## src/rtl/uart_serial_engine.sv

```systemverilog
// Bit-level 8N1 UART engine: independent TX serialiser and RX deserialiser,
// each driven by its own 16-bit down counter.
module uart_serial_engine #(
  parameter int unsigned DIVISOR = 217
) (
  input  logic       clk,
  input  logic       rst_n,
  input  logic       rx_i,
  output logic       tx_o,
  output logic [7:0] rx_data_o,
  output logic       rx_valid_o,
  output logic       rx_frame_err_o,
  input  logic [7:0] tx_data_i,
  input  logic       tx_start_i,
  output logic       tx_busy_o,
  output logic       tx_done_o
);

  // Reload values are one less than the interval because the counter
  // expires on 0, so a bit spans exactly DIVISOR cycles.
  localparam logic [15:0] BIT_RELOAD  = 16'(DIVISOR - 1);
  localparam logic [15:0] HALF_RELOAD = 16'((DIVISOR / 2) - 1);

  typedef enum logic [2:0] {
    RX_IDLE,
    RX_START,
    RX_DATA,
    RX_STOP,
    RX_WAIT_HIGH
  } rx_state_t;

  typedef enum logic [1:0] {
    TX_IDLE,
    TX_START,
    TX_DATA,
    TX_STOP
  } tx_state_t;

  // ---------------------------------------------------------------------
  // RX input synchroniser and edge history
  // ---------------------------------------------------------------------
  logic rx_meta;
  logic rx_s;
  logic rx_s_d;

  // NOTE: synchroniser flops preset to 1 (idle line) so leaving reset never
  // looks like a falling start edge.
  always_ff @(posedge clk or negedge rst_n) begin
    if (!rst_n) begin
      rx_meta <= 1'b1;
      rx_s    <= 1'b1;
      rx_s_d  <= 1'b1;
    end else begin
      rx_meta <= rx_i;
      rx_s    <= rx_meta;
      rx_s_d  <= rx_s;
    end
  end

  // ---------------------------------------------------------------------
  // RX FSM
  // ---------------------------------------------------------------------
  rx_state_t   rx_state;
  rx_state_t   rx_next;
  logic [15:0] rx_cnt;
  logic [2:0]  rx_idx;
  logic [7:0]  rx_shift;
  logic        rx_tick;

  assign rx_tick = (rx_cnt == 16'd0);

  always_ff @(posedge clk or negedge rst_n) begin
    if (!rst_n) rx_state <= RX_IDLE;
    else        rx_state <= rx_next;
  end

  // NOTE: every output of this block gets a default first, so no path can
  // leave it unassigned and infer a latch.
  always_comb begin
    rx_next = rx_state;
    unique case (rx_state)
      RX_IDLE:      if (rx_s_d && !rx_s) rx_next = RX_START;
      RX_START:     if (rx_tick) rx_next = rx_s ? RX_IDLE : RX_DATA;
      RX_DATA:      if (rx_tick && rx_idx == 3'd7) rx_next = RX_STOP;
      RX_STOP:      if (rx_tick) rx_next = rx_s ? RX_IDLE : RX_WAIT_HIGH;
      RX_WAIT_HIGH: if (rx_s) rx_next = RX_IDLE;
      default:      rx_next = RX_IDLE;
    endcase
  end

  // NOTE: sequential state uses non-blocking assignments so every flop
  // samples pre-edge values regardless of statement order.
  always_ff @(posedge clk or negedge rst_n) begin
    if (!rst_n) begin
      rx_cnt         <= 16'd0;
      rx_idx         <= 3'd0;
      rx_shift       <= 8'd0;
      rx_data_o      <= 8'd0;
      rx_valid_o     <= 1'b0;
      rx_frame_err_o <= 1'b0;
    end else begin
      rx_valid_o     <= 1'b0;
      rx_frame_err_o <= 1'b0;
      unique case (rx_state)
        RX_IDLE: begin
          rx_cnt <= HALF_RELOAD;
          rx_idx <= 3'd0;
        end
        RX_START: begin
          rx_cnt <= rx_tick ? BIT_RELOAD : rx_cnt - 16'd1;
        end
        RX_DATA: begin
          if (rx_tick) begin
            rx_shift <= {rx_s, rx_shift[7:1]};
            rx_idx   <= rx_idx + 3'd1;
            rx_cnt   <= BIT_RELOAD;
          end else begin
            rx_cnt <= rx_cnt - 16'd1;
          end
        end
        RX_STOP: begin
          if (rx_tick) begin
            if (rx_s) begin
              rx_data_o  <= rx_shift;
              rx_valid_o <= 1'b1;
            end else begin
              rx_frame_err_o <= 1'b1;
            end
          end else begin
            rx_cnt <= rx_cnt - 16'd1;
          end
        end
        default: ;
      endcase
    end
  end

  // ---------------------------------------------------------------------
  // TX FSM
  // ---------------------------------------------------------------------
  tx_state_t   tx_state;
  tx_state_t   tx_next;
  logic [15:0] tx_cnt;
  logic [2:0]  tx_idx;
  logic [7:0]  tx_shift;
  logic        tx_tick;

  assign tx_tick   = (tx_cnt == 16'd0);
  assign tx_busy_o = (tx_state != TX_IDLE);

  always_ff @(posedge clk or negedge rst_n) begin
    if (!rst_n) tx_state <= TX_IDLE;
    else        tx_state <= tx_next;
  end

  always_comb begin
    tx_next = tx_state;
    unique case (tx_state)
      TX_IDLE:  if (tx_start_i) tx_next = TX_START;
      TX_START: if (tx_tick) tx_next = TX_DATA;
      TX_DATA:  if (tx_tick && tx_idx == 3'd7) tx_next = TX_STOP;
      TX_STOP:  if (tx_tick) tx_next = TX_IDLE;
      default:  tx_next = TX_IDLE;
    endcase
  end

  // tx_o is registered with an async preset so the pad returns high the
  // instant reset asserts, with no combinational glitch path.
  always_ff @(posedge clk or negedge rst_n) begin
    if (!rst_n) begin
      tx_o      <= 1'b1;
      tx_cnt    <= 16'd0;
      tx_idx    <= 3'd0;
      tx_shift  <= 8'd0;
      tx_done_o <= 1'b0;
    end else begin
      tx_done_o <= 1'b0;
      unique case (tx_state)
        TX_IDLE: begin
          if (tx_start_i) begin
            tx_shift <= tx_data_i;
            tx_cnt   <= BIT_RELOAD;
            tx_o     <= 1'b0;
          end
        end
        TX_START: begin
          if (tx_tick) begin
            tx_o   <= tx_shift[0];
            tx_idx <= 3'd0;
            tx_cnt <= BIT_RELOAD;
          end else begin
            tx_cnt <= tx_cnt - 16'd1;
          end
        end
        TX_DATA: begin
          if (tx_tick) begin
            tx_cnt <= BIT_RELOAD;
            tx_idx <= tx_idx + 3'd1;
            if (tx_idx == 3'd7) begin
              tx_o <= 1'b1;
            end else begin
              tx_o     <= tx_shift[1];
              tx_shift <= {1'b0, tx_shift[7:1]};
            end
          end else begin
            tx_cnt <= tx_cnt - 16'd1;
          end
        end
        TX_STOP: begin
          if (tx_tick) tx_done_o <= 1'b1;
          else         tx_cnt    <= tx_cnt - 16'd1;
        end
        default: ;
      endcase
    end
  end

endmodule

```

## config.mk

```make
export PLATFORM = sky130hd
export DESIGN_NAME = uart_serial_engine
export DESIGN_NICKNAME = d
export VERILOG_FILES = /design/src/rtl/uart_serial_engine.sv
export SDC_FILE = /design/constraint.sdc
export NUM_CORES = 1
export LEC_CHECK = 0
export CORE_ASPECT_RATIO = 0.75
export CORE_MARGIN = 5
export CORE_UTILIZATION = 41
export CTS_CLUSTER_DIAMETER = 40
export DETAILED_ROUTE_END_ITERATION = 10
export GPL_TIMING_DRIVEN = 0
export RECOVER_POWER = 25
export SLEW_MARGIN = 20
export SYNTH_ARGS = -nofsm -noshare
export SYNTH_HDL_FRONTEND = slang
export SYNTH_SLANG_ARGS = --single-unit
```

## constraint.sdc

```tcl
create_clock -name clk -period 2.2 [get_ports clk]
set_input_delay 0.22 -clock clk [delete_from_list [all_inputs] [get_ports clk]]
set_output_delay 0.22 -clock clk [all_outputs]
set_load 0.05 [all_outputs]
```

==> results of run 1 <==
-- through the flow --
stage	std cells	area (sq um)	setup WS, ps	utilization [%]
floorplan	382	3890	-56.0	-
global placement	534	4300	-1810	46.9
detailed placement	535	4320	-544	47.2
CTS	568	4880	-35.7	53.3
global route	577	5030	-174	54.9
finish	577	5030	-69.7	54.9
-- final timing paths --
path | from | endpoint | slack (ps) | depth (start not counted)
worst max-delay path | rx_cnt[0] | rx_shift[5] | -70 | 8
min in group asynchronous | rst_n | tx_cnt[13] | 690 | 2
worst max register to register | rx_cnt[0] | rx_shift[5] | -70 | 8
worst min register to register | rx_meta | rx_s | 360 | 0
worst min-delay path | rx_meta | rx_s | 360 | 0
max in group asynchronous | rst_n | rx_s_d | 600 | 3
-- layout by cell type (no fill, tap or decap), types with 3 or more instances in the layout --
master           Yosys  layout
a21oi_1             21      19
a22o_1               7       7
mux2_2              16      16
and3_1               3       3
dfrtp_1             70      69
buf_6                2       7
nor4_4               1       4
nand2_1             25      25
nor4_1               8       6
o21ai_1              0       7
buf_4                0      22
a31oi_4              0       3
or4_1                7       6
nand4_1              6       6
clkinvlp_4           0       3
clkbuf_1             9       6
o311ai_0             4       4
o22ai_1              3       3
clkbuf_16            0       9
or4_4                1       3
ha_1                12      10
clkdlybuf4s50_1      0      21
o22a_1               3       3
nor2_1              23      21
nor3_1              11      10
mux2i_1              8       8
o41ai_1              3       3
or3_1                6       6
a31oi_1              7       4
nor3b_1              5       3
nand3_1              4       3
inv_1               24      21
o21ai_0             44      35
dfstp_2              4       4
-- cell families (layout without fill, tap and decap cells) --
kind of cell	after synthesis	in the layout	share of synthesized area (%)
compound gates	112	112	18.3
xor+xnor	2	2	0.451
fa+ha+maj	14	14	4.38
buf+inv	37	104	4.02
flops	74	74	47.8
mux	26	26	7.47
simple gates	117	117	17.6
-- power groups by stage --
stage | logic (mW) | clock network, mW | registers, mW
after global placement | 1.83 | 0 | 1.91
after global routing | 2.54 | 1.47 | 1.99
final | 2.29 | 1.38 | 1.95
after CTS | 2.06 | 1.42 | 1.92
after floorplan | 1.44 | 0 | 1.86
after detailed placement | 1.88 | 0 | 1.92
-- metal layers --
metal  GRT usage, %  vias to the layer above
met2           23.4                      100
met5              0                        -
met4           4.66                        0
met3           3.95                       14
li1               -                     1560
met1           25.5                     1597
-- flip-flops by register name, summed over array words and instances, names as in the netlist, 2 cells and up --
register / cells
rx_cnt: 16
rx_data_o: 8
rx_idx: 3
rx_shift: 8
rx_state: 3
tx_cnt: 16
tx_idx: 3
tx_shift: 8
tx_state: 2
-- cell type report --
cell class                      count  area, sq um
Sequential cell                    74         1860
Clock buffer                       10          229
Fill cell                         818         4130
Inverter                           24         93.8
Timing Repair Buffer               54          505
Buffer                             10         66.3
Clock inverter                      6         50.0
Multi-Input combinational cell    271         2070
Tap cell                          128          160
-- what timing repair did --
action	in CTS	in global routing
pin swaps	6	10
setup buffers	17	10
gates cloned	1	0
endpoints found under the setup margin	63	48
resized for setup	34	25
hold buffers	1	0
hold endpoints to repair	19	0
-- worst register-to-register path: stages, from the launching register on --
cell and delay [ps]:
dfrtp_1 400, inv_2 90, ha_4 140, or4b_4 480
nor4_4 280, buf_6 170, nand4_4 140, buf_6 180
mux2_4 290
==> key figures, run 1 <==
Run status
  – Run status: finished with violations
  – Failing checks: setup timing

Routing
  – Met2 wire length: 4130 um
  – DR WL/cell: 16.3 um
  – Vias post-DR: 3,271
  – Final WL: 9420 um
  – DR WL met3: 458 um
  – Iter 0 DRT Violations: 99
  – Drt via density: 5.67
  – Uppermost routed layer: met4
  – Final ANT Viol Nets: 0
  – Residual DRC: 0
  – First drt pass iteration count: 5
  – M1 WL: 4740 um

Clock tree
  – Inserted Clock Buffers: 9
  – Worst-path clk slew: 60 ps
  – CTS tree: yes
  – Root buffer cell: clkbuf_16
  – Num Clock Sinks: 74
  – Clk_lat worst skew: 340 ps
  – CTS max path bufs: 2
  – H-Tree Depth: 3

Setup path
  – Worst Path Required: 2420 ps
  – Worst Path Arrival: 2490 ps
  – Most used cell, CP: buf_6
  – CP endpoint kind: flip-flop
  – Critical path class: reg2reg
  – Crit path cell chain: inv_2, ha_4, or4b_4, nor4_4, buf_6, nand4_4, buf_6, mux2_4
  – Critical Path Slowest Stage Cell: or4b_4
  – Critical Path Max Stage Delay: 480 ps
  – Worst path bufs/invs: 3
  – Family with the most delay on the worst path: simple AND/OR/NAND/NOR gates
  – Startpoint Class: flip-flop
  – Worst-path maximum fanout: 5

Power and ir drop
  – Power share of the combinational group: 40.7%
  – Static leakage: 2.15 nW
  – Worst VDD drop: 0.490 mV
  – Tot Pwr: 5.63 mW
  – P_sw: 2.19 mW
  – Sequential fraction of design power: 34.7%
  – Pwr/cell area: 1120 nW/um^2
  – Internal power: 3.44 mW
  – Net Sw Frac: 38.8%
  – Clock share of power: 24.6%

Yosys
  – Leading area contributor after synthesis: dfrtp_1
  – Synth top area share: 45.1%
  – Avg Cell Area, Syn: 10.2 sq um
  – Top cells by count, synth: dfrtp_1 (70), o21ai_0 (44), nand2_1 (25)
  – Sequential-to-total area share from yosys stat: 47.8%
  – Syn Inst Count: 382
  – Syn. warnings: 0
  – Count leader, synth: dfrtp_1
  – Syn Nets: 406
  – Synth top area cells: dfrtp_1 (45%), o21ai_0 (5.7%), mux2_2 (4.6%)
  – EDFF count, synth: 0
  – Netlist cell types: 60
  – Post-synth ARST share: 100%
  – Mapped Area: 3890 sq um
  – Synth Register Bits: 74
  – Top_reg_cell synth: dfrtp_1

Finish
  – Layout cells sized above 1: 25.6%
  – N_diodes: 0
  – Syn-to-layout area delta: 29.4%
  – Total Nets Final: 468

Floorplan
  – Initial Util: 42.4%
  – I/O pins: 25
  – Die Width: 122 um
  – Die area: 11,500 sq um
  – Rows: 30
  – Die height: 94.3 um
  – Core area: 9160 sq um

Global routing
  – Vias in the first global route: 3,011
  – First-pass GRT wire length: 15,300 um
  – Total gr overflow: 0
  – Largest net degree at the start of global routing: 55
  – GRT Resource Usage Total: 16.7%
  – Initial antenna violation count: 0

Timing
  – Least-Margin Pin Slew: 1240 ps
  – # setup viols final: 12
  – Hold Violations, Final: 0
  – Tmin final: 2270 ps
  – Max Slew Vio Count: 0
  – F_max: 0.441 GHz
  – Hold_ws: 356 ps
  – RSZ-0062 raised after global routing: true
  – Post-route clock period utilization: 103%
  – Setup_tns: -496 ps
  – Slew HR: 17.1%
  – Fin worst setup slack: -69.7 ps
  – Worst Clk Skew: 5.57 ps

Placed design
  – RePlAce Congestion: 0.847
  – IO buf count: 24
  – Post-detail-place hpwl: 6050 um

Flow run
  – MaxCap Viol Count: 0

Worst hold path
  – Hold WC Path Type: reg2reg
No activity file was read; power rests on OpenSTA's default activity.
==> run 2, diff against run 1 <==
Settings changed: GPL_TIMING_DRIVEN 0 to default, PLACE_DENSITY from default to 0.7.
==> run 2 against run 1 <==
Against the previous run: the run still ends with setup timing left; sequential cell count did not move; combinational power grew 4%; cell area rose by 1.8%; global-route usage is 0.79 points higher; worst hold slack improved by 4.8 ps; via count rose by 3.4%; core utilization increased by 0.98 points; fmax down 0.38%; clock power increased by 11%; wire length increased by 6.0%; die area unchanged; register-to-register slack barely moved; critical endpoint is now rx_shift[6]; highest routed layer unchanged.
==> key figures, run 2 (synthesis gave the netlist of run 1 again) <==
Global routing
  – Initial antenna violation count: 0 (unchanged)
  – Total gr overflow: 0 (unchanged)
  – GRT Resource Usage Total: 17.5% (+0.79 points)
  – Largest net degree at the start of global routing: 36 (-35%)
  – Vias in the first global route: 3,279 (+8.9%)
  – First-pass GRT wire length: 16,100 um (+5.0%)

Floorplan
  – Rows: 30 (unchanged)
  – Die Width: 122 um (unchanged)
  – Core area: 9160 sq um (unchanged)
  – Die height: 94.3 um (unchanged)
  – Die area: 11,500 sq um (unchanged)
  – I/O pins: 25 (unchanged)
  – Initial Util: 42.4% (unchanged)

Finish
  – Non-Filler Instances: 600 (+4.0%)
  – N_diodes: 0 (unchanged)
  – Total Nets Final: 491 (+4.9%)
  – Commonest non-fill, non-tap cell in the layout: dfrtp_1
  – Filler cells: 791 (-3.3%)
  – Final Core Density: 55.9% (+0.98 points)
  – Post-Layout Inst Area: 5120 sq um (+1.8%)
  – Layout cells sized above 1: 27.8% (+2.1 points)
  – Most frequent cells in the layout: dfrtp_1 (70), buf_4 (59), o21ai_0 (33)
  – Biggest regs: rx_cnt (16), tx_cnt (16)
  – Syn-to-layout area delta: 31.7%

Routing
  – Residual DRC: 0 (unchanged)
  – Vias post-DR: 3,381 (+3.4%)
  – Final WL: 9990 um (+6.0%)
  – Iter 0 DRT Violations: 224 (+130%)
  – DR WL/cell: 16.6 um (+1.9%)
  – Drt via density: 5.64 (-0.60%)
  – First drt pass iteration count: 5 (unchanged)
  – Final ANT Viol Nets: 0 (unchanged)

Setup path
  – Critical path depth: 8 (unchanged)
  – Crit path cell chain: inv_2, ha_4, or4b_4, nor4_4, buf_4, nand4_4, buf_12, mux2_4
  – Family with the most delay on the worst path: simple AND/OR/NAND/NOR gates
  – CP endpoint kind: flip-flop
  – Startpoint Class: flip-flop
  – Worst path bufs/invs: 3 (unchanged)
  – R2R Setup Slk: -80 ps (about the same)
  – End of the worst register-to-register path: rx_shift[6]
  – Worst-path maximum fanout: 6 (+1)
  – Worst Path Required: 2420 ps (about the same)
  – Critical Path Max Stage Delay: 470 ps (about the same)
  – Reg2Reg Launch Point: rx_cnt[0]
  – Worst Path Arrival: 2500 ps (about the same)
  – Critical Path Slowest Stage Cell: or4b_4
  – Critical path class: reg2reg
  – Reg2Reg Depth: 8 (unchanged)

Timing
  – Hold_ws: 361 ps (+4.81 ps)
  – Tmin final: 2280 ps (+8.67 ps)
  – RSZ-0062 raised after global routing: true
  – F_max: 0.439 GHz (-0.38%)
  – Max Slew Vio Count: 0 (unchanged)
  – Fin worst setup slack: -78.3 ps (-8.67 ps)
  – Slew HR: 38.5% (+21 points)
  – Worst Clk Skew: 8.66 ps (+3.09 ps)
  – # setup viols final: 10 (-2)
  – Least-Margin Pin Slew: 923 ps (-321 ps)
  – Hold Violations, Final: 0 (unchanged)
  – Post-route clock period utilization: 104% (+0.39 points)
  – Setup_tns: -493 ps (+3.03 ps)

Placed design
  – Pre-CTS setup slack: -148 ps (+396 ps)
  – RePlAce Congestion: 0.901 (+6.4%)
  – Post-detail-place hpwl: 6840 um (+13%)
  – IO buf count: 24 (unchanged)
  – Placed Cells incl. Taps: 576 (+7.7%)
  – Placement Cell Area: 4640 sq um (+7.3%)

Run status
  – Failing checks: setup timing
  – Run status: finished with violations

Power and ir drop
  – Internal power: 3.63 mW (+5.4%)
  – Net Sw Frac: 37.6% (-1.2 points)
  – Clock share of power: 26.4% (+1.8 points)
  – Worst VDD drop: 0.898 mV (+83%)
  – Power share of the combinational group: 41.0% (+0.3 points)
  – P_sw: 2.19 mW (+0.13%)
  – Sequential fraction of design power: 32.7% (-2.0 points)
  – Tot Pwr: 5.82 mW (+3.4%)
  – Pwr/cell area: 1140 nW/um^2 (+1.5%)
  – Static leakage: 2.29 nW (+6.4%)

Flow run
  – MaxCap Viol Count: 0 (unchanged)

Worst hold path
  – Hold depth: 0 (unchanged)
  – Hold WC Path Type: reg2reg
  – Hold Crit Start: rx_meta
  – Min-Delay Endpoint: rx_s

Clock tree
  – Clk_lat worst skew: 340 ps (about the same)
  – Worst-path clk slew: 60 ps (about the same)
  – Inserted Clock Buffers: 9 (unchanged)
  – CTS max path bufs: 2 (unchanged)
  – Root buffer cell: clkbuf_16
  – CTS tree: yes
  – Num Clock Sinks: 74 (unchanged)
  – H-Tree Depth: 3 (unchanged)
## run 2: cell types whose count changed in the layout (fill, tap and decap cells not counted), moves of 3 or more
cell	before	now
a31oi_1	4	7
a31oi_4	3	0
buf_4	22	59
buf_6	7	1
clkbuf_1	6	1
## run 2: worst max path at each step
stage | from | end | slack [ps]
CTS | rx_cnt[1] | rx_shift[6] | -100
detailed placement | rx_cnt[1] | rx_idx[1] | -150
global route | rx_cnt[1] | rx_shift[6] | -160
finish | rx_cnt[0] | rx_shift[6] | -80
floorplan | rx_cnt[0] | rx_shift[5] | -60
global placement | rx_cnt[1] | rx_shift[5] | -10
## run 2: cell type report
class	instances	area, sq um	area share (%)
Multi-Input combinational cell	271	1960	38.3
Tap cell	128	160	3.13
Clock buffer	9	225	4.40
Clock inverter	7	83.8	1.64
Timing Repair Buffer	87	738	14.4
Inverter	24	93.8	1.83
Sequential cell	74	1860	36.3
## run 2: layer usage
layer / up-vias / share of wire (%) / global-route usage (%)
met2: 93 / 45 / 26.9
met5: - / 0 / 0
li1: 1600 / - / -
met3: 14 / 4.6 / 3.95
met1: 1674 / 49 / 25.0
met4: 0 / 1.1 / 4.47
## run 2: power by group through the flow
stage	Clock (mW)	Combinational (mW)	Sequential, mW
after global routing	1.63	2.63	1.94
after detailed placement	0	2.24	1.91
after global placement	0	2.15	1.89
after floorplan	0	1.44	1.86
after CTS	1.56	2.25	1.89
final	1.53	2.38	1.90
## run 2: timing repair
| item | 4_1_cts | 5_1_grt |
|---|---|---|
| endpoints found under the setup margin | 10 | 39 |
| buffers inserted | 1 | 5 |
| gates cloned | 0 | 1 |
| hold endpoints to repair | 29 | 0 |
| hold buffers | 1 | 0 |
| resized for setup | 0 | 31 |
| pin swaps | 0 | 7 |
==> run 3, diff against run 2 <==
Settings changed: ABC_CLOCK_PERIOD_IN_PS from default to 2200, CORE_ASPECT_RATIO 0.75 to default, DONT_BUFFER_PORTS from default to 1, PLACE_DENSITY 0.7 to 0.66.
==> run 3 against run 2 <==
Against the previous run: the flow still finishes with violations (setup timing); via count down 5.7%; non-clock buffer count down 30; count of clock-buffer cells in the layout up 3; core utilization down 4.4 points; worst hold slack worse by 320 ps; cell area down 7.0%; critical endpoint is now rx_shift[5]; global-route usage down 1.2 points; sequential share of layout area up 2.7 points; first-iteration DRC count down 35%; clock skew up 2.8 ps.
==> key figures, run 3 (synthesis gave the netlist of run 1 again) <==
Run status
  – Run status: finished with violations
  – Failing checks: setup timing

Global routing
  – Largest net degree at the start of global routing: 75 (+110%)
  – Vias in the first global route: 3,273 (-0.18%)
  – GRT Resource Usage Total: 16.3% (-1.2 points)
  – Total gr overflow: 0 (unchanged)
  – Initial antenna violation count: 0 (unchanged)
  – First-pass GRT wire length: 15,300 um (-4.6%)

Routing
  – Vias post-DR: 3,187 (-5.7%)
  – Final ANT Viol Nets: 0 (unchanged)
  – DR WL/cell: 15.6 um (-6.2%)
  – First drt pass iteration count: 4 (-1)
  – Residual DRC: 0 (unchanged)
  – Drt via density: 5.57 (-1.1%)
  – Iter 0 DRT Violations: 146 (-35%)
  – Final WL: 8930 um (-11%)

Clock tree
  – Num Clock Sinks: 74 (unchanged)
  – Root buffer cell: clkbuf_8
  – Worst-path clk slew: 80 ps (+20 ps)
  – CTS tree: yes
  – CTS max path bufs: 2 (unchanged)
  – H-Tree Depth: 3 (unchanged)
  – Inserted Clock Buffers: 9 (unchanged)
  – Clk_lat worst skew: 340 ps (about the same)

Setup path
  – R2R Setup Slk: -30 ps (+50 ps)
  – Family with the most delay on the worst path: simple AND/OR/NAND/NOR gates
  – Worst setup path start: rx_cnt[0]
  – Reg2Reg Depth: 7 (-1)
  – Worst Path Required: 2430 ps (about the same)
  – Critical Path Max Stage Delay: 480 ps (about the same)
  – Critical Path Slowest Stage Cell: or4b_4
  – CP endpoint kind: flip-flop
  – Worst Path Arrival: 2460 ps (-40 ps)
  – Critical path class: reg2reg
  – End of the worst register-to-register path: rx_shift[5]
  – Worst-path maximum fanout: 7 (+1)
  – Crit path cell chain: inv_2, ha_4, or4b_4, nor4_4, buf_4, nand4_4, mux2_4
  – Startpoint Class: flip-flop
  – Worst path bufs/invs: 2 (-1)
  – Reg2Reg Launch Point: rx_cnt[0]

Placed design
  – Post-detail-place hpwl: 6180 um (-9.6%)
  – RePlAce Congestion: 0.912 (+1.3%)
  – Pre-CTS setup slack: -119 ps (+28.4 ps)
  – Placed Cells incl. Taps: 550 (-4.5%)
  – IO buf count: 0 (-100%)
  – Placement Cell Area: 4390 sq um (-5.3%)

Worst hold path
  – Min-Delay Endpoint: tx_shift[7]
  – Hold Crit Start: tx_data_i[7]
  – Hold WC Path Type: in2reg
  – Hold depth: 2 (+2)

Finish
  – Total Nets Final: 462 (-5.9%)
  – N_diodes: 0 (unchanged)
  – Commonest non-fill, non-tap cell in the layout: dfrtp_1
  – Filler cells: 804 (+1.6%)
  – Area occupied by multi-input gates: 2000 sq um (+1.9%)
  – Non-Filler Instances: 572 (-4.7%)
  – Post-Layout Inst Area: 4760 sq um (-7.0%)
  – Register area: 1860 sq um (unchanged)
  – Layout cells sized above 1: 28.2% (+0.46 points)
  – Biggest regs: rx_cnt (16), tx_cnt (16)
  – Syn-to-layout area delta: 22.5%
  – Most frequent cells in the layout: dfrtp_1 (70), buf_4 (51), o21ai_0 (34)
  – Final Core Density: 51.5% (-4.4 points)

Timing
  – Least-Margin Pin Slew: 968 ps (+45.3 ps)
  – Max Slew Vio Count: 0 (unchanged)
  – Fin worst setup slack: -29.7 ps (+48.6 ps)
  – Tmin final: 2230 ps (-48.6 ps)
  – Post-route clock period utilization: 101% (-2.2 points)
  – F_max: 0.448 GHz (+2.2%)
  – # setup viols final: 5 (-5)
  – Worst Clk Skew: 11.5 ps (+2.80 ps)
  – Hold Violations, Final: 0 (unchanged)
  – Slew HR: 35.5% (-3.0 points)
  – RSZ-0062 raised after global routing: true

Floorplan
  – Die Width: 107 um (-12%)
  – Die height: 107 um (+14%)
  – Core area: 9240 sq um (+0.89%)
  – I/O pins: 25 (unchanged)
  – Initial Util: 42.1% (-0.37 points)
  – Rows: 35 (+17%)
  – Die area: 11,500 sq um (-0.17%)

Power and ir drop
  – Worst VDD drop: 0.980 mV (+9.1%)
  – Pwr/cell area: 1090 nW/um^2 (-3.9%)
  – Static leakage: 2.11 nW (-7.8%)
  – Tot Pwr: 5.19 mW (-11%)

Flow run
  – MaxCap Viol Count: 0 (unchanged)
==> run 3: timing repair <==
item / 4_1_cts / 5_1_grt
hold buffers: 3 / 0
hold endpoints to repair: 75 / 0
gates resized for setup: 7 / 28
gates cloned: 1 / 0
setup endpoints to repair: 19 / 40
pin swaps: 0 / 4
buffers inserted: 1 / 1
==> run 3: worst max path at each step <==
stage                        endpoint  slack [ps]  depth (start not counted)
after global routing      rx_shift[5]        -140                          7
after global placement    rx_shift[6]         -30                          7
final                     rx_shift[5]         -30                          7
after CTS                 rx_shift[5]         -20                          7
after floorplan           rx_shift[5]         -60                          7
after detailed placement    rx_idx[0]        -120                          8
==> run 3: stage by stage <==
stage	hold slack, ps	setup TNS [ps]
floorplan	-75.6	-226
global placement	-72.2	-130
detailed placement	-71.9	-762
CTS	13.7	-103
global route	29.2	-1570
finish	37.9	-114
==> run 3: worst register-to-register path: cells and delay by family (launching register included) <==
kind          cells  cell delay, ps
simple gates      3             950
flops             1             400
fa+ha+maj         1             130
mux               1             350
buf+inv           2             290
==> run 3: where the power goes <==
group / total [mW] / leakage (nW) / internal, mW / switching [mW]
Combinational: 2.26 / 1.04 / 1.02 / 1.24
Clock: 1.06 / 0.0966 / 0.557 / 0.503
Sequential: 1.88 / 0.967 / 1.63 / 0.246
Total: 5.19 / 2.11 / 3.21 / 1.98
==> run 3: layout make-up <==
class                      instances  share of cell area, %
clock buffer                      12                   3.05
clock inverter                     4                   1.08
inverter                          24                   1.97
multi-input combinational        272                   42.0
sequential                        74                   39.0
tap                              129                   3.39
timing repair buffer              57                   9.51
==> run 3: per-layer routing <==
metal,vias up,global-route usage (%),part of all wire [%]
li1,1549,-,-
met1,1579,21.0,46
met2,47,26.9,50
met3,12,4.08,3.1
met4,0,5.50,1.3
met5,-,0,0
